<file path="config.mk">
export PLATFORM = sky130hd
export DESIGN_NAME = mem_vector_gather_flat
export DESIGN_NICKNAME = d
export VERILOG_FILES = /design/src/rtl/mem_vector_gather_if.sv /design/src/rtl/mem_vector_gather.sv /design/src/flat_wrapper.sv
export SDC_FILE = /design/constraint.sdc
export NUM_CORES = 1
export LEC_CHECK = 0
export CAP_MARGIN = 20
export CORE_UTILIZATION = 25
export DETAILED_ROUTE_END_ITERATION = 7
export GPL_ROUTABILITY_DRIVEN = 1
export PLACE_DENSITY = 0.45
export SLEW_MARGIN = 25
export SYNTH_ARGS = -nofsm -noshare
export SYNTH_HDL_FRONTEND = slang
export SYNTH_SLANG_ARGS = --single-unit
</file>
<file path="constraint.sdc">
create_clock -name clk -period 13.3 [get_ports clk]
set_input_delay 1.995 -clock clk [delete_from_list [all_inputs] [get_ports clk]]
set_output_delay 1.995 -clock clk [all_outputs]
set_load 0.005 [all_outputs]
</file>
<file path="src/rtl/mem_vector_gather_if.sv">
// Handshake and data bundle for the memory-to-vector gather stage.
// Start request, abort, memory word stream and packed vector output.
// With MEM_GATHER_VLEN_EN defined, a per-gather length input start_len is added.
interface mem_vector_gather_if #(
  parameter int DATA_W = 16,
  parameter int LANES  = 16,
  parameter int RD_W   = 5
);
  localparam int CNT_W = $clog2(LANES) + 1;

  logic                    start;
  logic [RD_W-1:0]         start_rd;
`ifdef MEM_GATHER_VLEN_EN
  logic [CNT_W-1:0]        start_len;
`endif
  logic                    abort;
  logic                    busy;

  logic                    mem_valid;
  logic [DATA_W-1:0]       mem_data;
  logic                    mem_ready;

  logic                    vec_valid;
  logic                    vec_ready;
  logic [RD_W-1:0]         vec_rd;
  logic [LANES*DATA_W-1:0] vec_data;

  // Requester / memory / consumer side
  modport master (
`ifdef MEM_GATHER_VLEN_EN
    output start_len,
`endif
    output start, start_rd, abort, mem_valid, mem_data, vec_ready,
    input  busy, mem_ready, vec_valid, vec_rd, vec_data
  );

  // Gather stage side
  modport slave (
`ifdef MEM_GATHER_VLEN_EN
    input  start_len,
`endif
    input  start, start_rd, abort, mem_valid, mem_data, vec_ready,
    output busy, mem_ready, vec_valid, vec_rd, vec_data
  );
endinterface

</file>
<file path="src/rtl/mem_vector_gather.sv">
// Memory-to-vector gather stage: packs LANES serial DATA_W-bit memory words
// into one vector and presents it with its destination register tag.
// The first accepted word always lands in lane 0. Back-to-back gathers are
// accepted in HOLD while the vector is consumed; abort wins over everything.
// Optional macro MEM_GATHER_VLEN_EN: per-gather length via start_len
// (clamped to LANES; zero length goes straight to HOLD with an all-zero vector).
module mem_vector_gather #(
  parameter int DATA_W = 16,
  parameter int LANES  = 16,
  parameter int RD_W   = 5
) (
  input logic               clk,
  input logic               rst,
  mem_vector_gather_if.slave bus
);
  localparam int CNT_W = $clog2(LANES) + 1;

  typedef enum logic [1:0] {IDLE, COLLECT, HOLD} state_t;

  state_t                  state;
  logic [CNT_W-1:0]        count;
  logic [CNT_W-1:0]        count_inc;
  logic [RD_W-1:0]         rd_q;
  logic [LANES*DATA_W-1:0] data_q;
  logic [CNT_W-1:0]        len_q;
  logic [CNT_W-1:0]        len_in;
  logic                    take_start;
  logic                    beat;

  // A new gather is accepted from IDLE, or from HOLD as the vector leaves.
  assign take_start = !bus.abort && bus.start &&
                      ((state == IDLE) || ((state == HOLD) && bus.vec_ready));
  assign beat       = bus.mem_valid && (state == COLLECT);
  assign count_inc  = count + CNT_W'(1);

`ifdef MEM_GATHER_VLEN_EN
  assign len_in = (bus.start_len > CNT_W'(LANES)) ? CNT_W'(LANES) : bus.start_len;

  // Gather length is captured together with the destination tag.
  always_ff @(posedge clk or posedge rst) begin
    if (rst)             len_q <= CNT_W'(LANES);
    else if (take_start) len_q <= len_in;
  end
`else
  assign len_in = CNT_W'(LANES);
  assign len_q  = CNT_W'(LANES);
`endif

  // Gather FSM: lane counter, packed data and tag registers.
  always_ff @(posedge clk or posedge rst) begin
    if (rst) begin
      state  <= IDLE;
      count  <= '0;
      rd_q   <= '0;
      data_q <= '0;
    end else if (bus.abort) begin
      // Partial vector left in place; it is never presented.
      state <= IDLE;
      count <= '0;
    end else if (take_start) begin
      rd_q   <= bus.start_rd;
      data_q <= '0;
      count  <= '0;
      state  <= (len_in == '0) ? HOLD : COLLECT;
    end else begin
      case (state)
        IDLE: ;
        COLLECT: begin
          if (beat) begin
            for (int i = 0; i < LANES; i++) begin
              if (count == CNT_W'(i)) data_q[i*DATA_W +: DATA_W] <= bus.mem_data;
            end
            count <= count_inc;
            if (count_inc == len_q) state <= HOLD;
          end
        end
        HOLD: begin
          if (bus.vec_ready) state <= IDLE;
        end
        default: state <= IDLE;
      endcase
    end
  end

  assign bus.mem_ready = (state == COLLECT);
  assign bus.vec_valid = (state == HOLD);
  assign bus.busy      = (state != IDLE);
  assign bus.vec_rd    = rd_q;
  assign bus.vec_data  = data_q;

endmodule

</file>
<file path="src/flat_wrapper.sv">
// flat-port wrapper written by rule: the top's interface ports become plain ports
module mem_vector_gather_flat 
#(
  parameter int DATA_W = 16,
  parameter int LANES  = 16,
  parameter int RD_W   = 5
)
  (clk, rst, bus_start, bus_start_rd, bus_abort, bus_mem_valid, bus_mem_data, bus_vec_ready, bus_busy, bus_mem_ready, bus_vec_valid, bus_vec_rd, bus_vec_data);
  mem_vector_gather_if #(.DATA_W(DATA_W), .LANES(LANES), .RD_W(RD_W)) bus_i ();
  input logic clk;
  input logic rst;
  input wire logic [$bits(bus_i.start)-1:0] bus_start;
  input wire logic [$bits(bus_i.start_rd)-1:0] bus_start_rd;
  input wire logic [$bits(bus_i.abort)-1:0] bus_abort;
  input wire logic [$bits(bus_i.mem_valid)-1:0] bus_mem_valid;
  input wire logic [$bits(bus_i.mem_data)-1:0] bus_mem_data;
  input wire logic [$bits(bus_i.vec_ready)-1:0] bus_vec_ready;
  output wire logic [$bits(bus_i.busy)-1:0] bus_busy;
  output wire logic [$bits(bus_i.mem_ready)-1:0] bus_mem_ready;
  output wire logic [$bits(bus_i.vec_valid)-1:0] bus_vec_valid;
  output wire logic [$bits(bus_i.vec_rd)-1:0] bus_vec_rd;
  output wire logic [$bits(bus_i.vec_data)-1:0] bus_vec_data;
  assign bus_i.start = bus_start;
  assign bus_i.start_rd = bus_start_rd;
  assign bus_i.abort = bus_abort;
  assign bus_i.mem_valid = bus_mem_valid;
  assign bus_i.mem_data = bus_mem_data;
  assign bus_i.vec_ready = bus_vec_ready;
  assign bus_busy = bus_i.busy;
  assign bus_mem_ready = bus_i.mem_ready;
  assign bus_vec_valid = bus_i.vec_valid;
  assign bus_vec_rd = bus_i.vec_rd;
  assign bus_vec_data = bus_i.vec_data;
  mem_vector_gather #(.DATA_W(DATA_W), .LANES(LANES), .RD_W(RD_W)) u_core (.clk(clk), .rst(rst), .bus(bus_i));
endmodule
</file>
# Yosys cells after proc, flatten, opt, wreduce, memory -nomap -nowiden
# Index checks and enable logic that the tools add are counted.
[word_totals]
ff_bits = 268
inputBits = 27
[classes]
reduce_logical = 48
n_mux = 29
bitwise_logic = 1
n_eq_ne = 22
n_addsub = 1
[op_table]
columns = ["operator", "count"]
rows = [
  ["$mux 256", 3],
  ["$mux 16", 16],
  ["$reduce_and 4->1", 17],
  ["$eq 5x4->1 const B", 8],
  ["$reduce_bool 2->1", 19],
  ["$eq 5x3->1 const B", 4],
  ["$mux 5", 4],
  ["$eq 5x2->1 const B", 2],
  ["$mux 2", 5],
  ["$ne 4x2->1 const B", 2],
  ["$pmux 2 s3", 1],
  ["$reduce_bool 3->1", 2],
  ["$add 5x1->5 const B", 1],
  ["$eq 5x1->1 const B", 1],
  ["$eq 5x5->1 const B", 1],
  ["$logic_not 5->1", 1],
  ["$logic_and 1x1->1", 4],
  ["$ne 4x3->1 const B", 1],
  ["$reduce_and 2->1", 2],
  ["$ne 3x2->1 const B", 1],
  ["$eq 2x1->1 const B", 1],
  ["$eq 2x2->1 const B", 1],
  ["$logic_not 2->1", 1],
  ["$logic_not 1->1", 1],
  ["2 further kinds", 2],
]

# Logic depth before layout (Yosys ltp)
[logic_depth]
depth_word = 7
mapped_depth = 8
depth_no_buf = 6

# Worst setup path after synthesis
# No wires, ideal clock.
[synth_path]
path_kind = "input port to flip-flop"
from = "input port bus_abort"
to = "register u_core.data_q[57], in the netlist u_core.bus.vec_data[57]"
setup_ns = 0.144
required_ns = 13.156
setup_slack_ns = 10.049
cell_stages = 5
arrival_time_ns = 3.107
cell_sequence = "nand4bb_1 -> buf_4 -> nor4_2 -> buf_2 -> o32ai_1"
[synth_between]
elab_chain_len = 5
elab_cells_between_ends = 9
[synth_lines]
columns = ["item", "line", "source"]
rows = [
  ["from (decl)", "flat_wrapper.sv:14", "input wire logic [$bits(bus_i.abort)-1:0] bus_abort;"],
  ["$logic_not 1->1", "mem_vector_gather.sv:31", "assign take_start = !bus.abort && bus.start &&"],
  ["$logic_and 1x1->1 (2 in a row)", "mem_vector_gather.sv:31", ""],
  ["$reduce_bool 2->1 (no source line)", "--", ""],
  ["$reduce_and 4->1 (no source line)", "--", ""],
  ["to (signal, indexed assignment)", "mem_vector_gather.sv:71", "if (count == CNT_W'(i)) data_q[i*DATA_W +: DATA_W] <= bus.mem_data;"],
  ["to (decl)", "mem_vector_gather.sv:24", "logic [LANES*DATA_W-1:0] data_q;"],
]
# Parallel ways exist; a longest one is shown, timed or not.
# A chain may end at the register's enable or synchronous reset.

# Final worst setup path
[layout_path]
from = "input port bus_start"
to = "register u_core.rd_q[2], in the netlist u_core.bus.vec_rd[2]"
[layout_between]
elab_chain_len = 3
[layout_lines]
columns = ["item", "line", "source"]
rows = [
  ["from (decl)", "flat_wrapper.sv:12", "input wire logic [$bits(bus_i.start)-1:0] bus_start;"],
  ["$logic_and 1x1->1 (2 in a row)", "mem_vector_gather.sv:31", ""],
  ["$reduce_and 2->1 (no source line)", "--", ""],
  ["to (signal assigned)", "mem_vector_gather.sv:61", "rd_q <= bus.start_rd;"],
  ["to (decl)", "mem_vector_gather.sv:23", "logic [RD_W-1:0] rd_q;"],
]
# No other way between the ends.

==> flow_summary.toml <==
[power_and_ir_drop]
powerDensity_nw_per_um2 = 121
p_total_mw = 1.99
ir_worst_vdd_mv = 0.0585
p_leak_nw = 6.40

[clock_tree]
clk_path_buf_depth = 3
ctsResizeCount = 0
clockRootBuffer = "clkbuf_16"
cts_tree = "yes"
clk_pin_slew_worst_paths_ns = 0.05
htreeDepth = 2
post-cts-setup-buffer-count = 0
numCtsBuffers = 34
cts_sinks = 268
cts.hold.buffers_added = 0
clock_latency_ns = 0.53

[yosys]
synthAdderAreaFrac_pct = 0.534
yosysTopAreaCell = "dfrtp_1"
synth_xor_area_share_pct = 0.0748
synth.area.mux_share_pct = 1.95
synth_simple_gate_area_share_pct = 4.77
synth.avg_cell_area_um2 = 11.6
ys.flop_type = "dfrtp_1"
synth_top_family_by_area = "compound AO/OA/AOI/OAI gates"
synth_top_area_share_pct = 57.3
syn-num-nets = 1044
synth_cells = 1012
synth-edff-count = 0
synth-compound-area-share_pct = 22.1
synth_area_um2 = 11700
ys_types = 46
yosys_warnings = 0
ys_ff_latch = 268
synthTopCellsByArea = "dfrtp_1 (57%), o32ai_1 (17%), inv_1 (8.4%), buf_2 (2.8%), o311ai_4 (2.2%)"
synth_async_sr_flop_share_pct = 100
ys_seq_area_share_pct = 57.3

[detailed_routing]
vias = 9027
avgRoutedWirePerCell_um = 23.1
remaining_drc_errors = 0
dr.pass1.iters = 5
drt.antenna.violating_nets = 0
wirelength_um = 43500
drt-initial-drc-count = 605
vias_per_cell = 4.78

[die]
die_area_um2 = 47700
die_w_um = 218
pin_count = 291
core_um2 = 45800
rows = 78
start_util_pct = 25.6
fp.dieH_um = 218

[run_status]
status = "finished clean"

[critical_path]
crit_path_end_kind = "flip-flop"
cp-start-kind = "input port"
max_stage_delay_ns = 0.57
worstPathMaxFanout = 163
worstReg2RegStart = "u_core.state[0]"
cp_cell_sequence = "clkdlybuf4s50_1 > nand2b_2 > nor3_4 > buf_12 > buf_16 > mux2_2"
rrSetupSlack_ns = 10.03
worstPathRequired_ns = 13.71
worst_ep_arrival_time_ns = 5.02
critPathSlowestCell = "clkdlybuf4s50_1"
worstReg2RegEnd = "u_core.bus.vec_rd[2]"
r2r_cells = 5
crit_type = "input port to flip-flop"

[timing]
hold_viol_final = 0
setup_tns_ns = 0
tightestPinTransition_ns = 1.04
relSlewSlack_pct = 30.1
hold-worst-slack_ns = 0.512
finClkSkew_ns = 0.0156
fin_crit_sh_pct = 34.7
timing.fmax_ghz = 0.217
slew_viol_final = 0
fin_crit_ns = 4.61
setup_viol = 0
grt_setup_unrepaired = "false"

[grt]
grt_pass1_wl_um = 63400
grt_max_degree = 230
grt_pass1_vias = 9170
grtUsageMet1_pct = 24.3
antenna_found_initial = 0
grt_use_total_pct = 18.1
grt.overflow.total = 0
met3_usage_pct = 3.37
grt_use_met2_pct = 28.6
grt.busiest_layer = "met2"

[placed_design]
globalplace.congestion = 0.768
dp_hpwl_um = 28700
port-buffer-count = 290

[cells_and_area]
final_layout_size_suffix_gt1_share_pct = 10.5
nets = 1299
area_delta_synth_final_pct = 40.4
antenna_cells = 0

[run]
maxCapViolCount = 0

[worst_hold_path]
hp-start = "u_core.bus.vec_rd[2]"
hp-class = "flip-flop to flip-flop"
min_to = "u_core.bus.vec_rd[2]"
min_delay_path_depth = 1
## final cells by class
| class | instances | area, um2 |
|---|---|---|
| clock buffers | 47 | 971 |
| clock inverters | 10 | 134 |
| flip-flops and latches | 268 | 6710 |
| repair buffers | 319 | 3180 |
| multi-input cells | 381 | 3700 |
| well taps | 600 | 751 |
| inverters | 263 | 995 |
| fillers | 4539 | 29300 |
## report_power, final
| group | internal [mW] | switching, mW | total (mW) |
|---|---|---|---|
| sequential | 0.842 | 0.0180 | 0.860 |
| combinational | 0.0864 | 0.116 | 0.202 |
| clock | 0.567 | 0.359 | 0.925 |
## synth_stat cells (6+ instances only)
| library cell | number |
|---|---|
| inv_1 | 262 |
| nand2_1 | 18 |
| o32ai_1 | 224 |
| buf_2 | 65 |
| mux2_2 | 6 |
| clkbuf_1 | 9 |
| o311ai_4 | 10 |
| buf_6 | 7 |
| and2_1 | 6 |
| o22ai_1 | 16 |
| o31ai_1 | 16 |
| dfrtp_1 | 268 |
| mux2i_1 | 16 |
| buf_4 | 15 |
| nor4bb_1 | 7 |
## through the flow
| stage | instance area [um2] | util (%) | cells | setup WS [ns] |
|---|---|---|---|---|
| floorplan | 11700 | - | 1012 | 3.92 |
| global placement | 15200 | 33.2 | 1824 | 8.45 |
| detailed placement | 15300 | 33.4 | 1828 | 8.38 |
| CTS | 16400 | 35.8 | 1885 | 8.96 |
| global route | 16400 | 35.9 | 1888 | 8.68 |
| finish | 16400 | 35.9 | 1888 | 8.69 |
## registers in the layout, summed over array words and instances (netlist names)
register and count:
u_core.state 2, u_core.count 5, u_core.bus.vec_rd 5, u_core.bus.vec_data 256
## how the worst max path moves through the flow
stage | startpoint | end | slack, ns | depth (start not counted)
detailed placement | bus_abort | u_core.bus.vec_data[26] | 8.38 | 4
floorplan | rst | u_core.bus.vec_data[0] | 3.92 | 1
global route | bus_start | u_core.bus.vec_rd[2] | 8.68 | 6
global placement | bus_start | u_core.bus.vec_rd[3] | 8.45 | 5
finish | bus_start | u_core.bus.vec_rd[2] | 8.69 | 6
CTS | bus_abort | u_core.bus.vec_data[26] | 8.96 | 4
## logic make-up (layout without fill, tap and decap cells)
group                    Yosys count  after routing
AO/OA/AOI/OAI                    280            280
XOR/XNOR                           1              1
adder cells (fa/ha/maj)            5              5
buffers and inverters            363            639
flip-flops                       268            268
multiplexers                      22             22
AND/OR/NAND/NOR                   73             73
## worst max-delay path, delay by kind of cell
family / cells / cell delay [ns]
AND/OR/NAND/NOR: 2 / 0.91
buffers and inverters: 3 / 1.40
multiplexers: 1 / 0.41
## cells in the final DEF, fill, tap and decap left out, types with 3 or more instances in the layout
| cell | count |
|---|---|
| clkdlybuf4s50_1 | 289 |
| dfrtp_1 | 268 |
| inv_1 | 261 |
| o32ai_1 | 224 |
| clkbuf_16 | 35 |
| buf_4 | 21 |
| nand2_1 | 18 |
| o31ai_4 | 16 |
| o22ai_1 | 16 |
| mux2i_1 | 16 |
| o311ai_4 | 10 |
| clkbuf_1 | 7 |
| mux2_2 | 6 |
| and2_1 | 6 |
| nor4bb_1 | 6 |
| nand3_1 | 5 |
| and3_1 | 5 |
| ha_1 | 5 |
| clkbuf_8 | 5 |
| and4b_1 | 4 |
| nor2b_1 | 4 |
| clkinv_2 | 4 |
| buf_6 | 4 |
| nor3_4 | 3 |
| a21oi_1 | 3 |
| bufinv_16 | 3 |
## layer usage
layer  share of wire, %  vias to the layer above
li1                   -                     4148
met1                 45                     4540
met2                 47                      264
met3                4.7                       75
met4                3.3                        0
met5                  0                        -
Power figures use the tool's default switching activity.
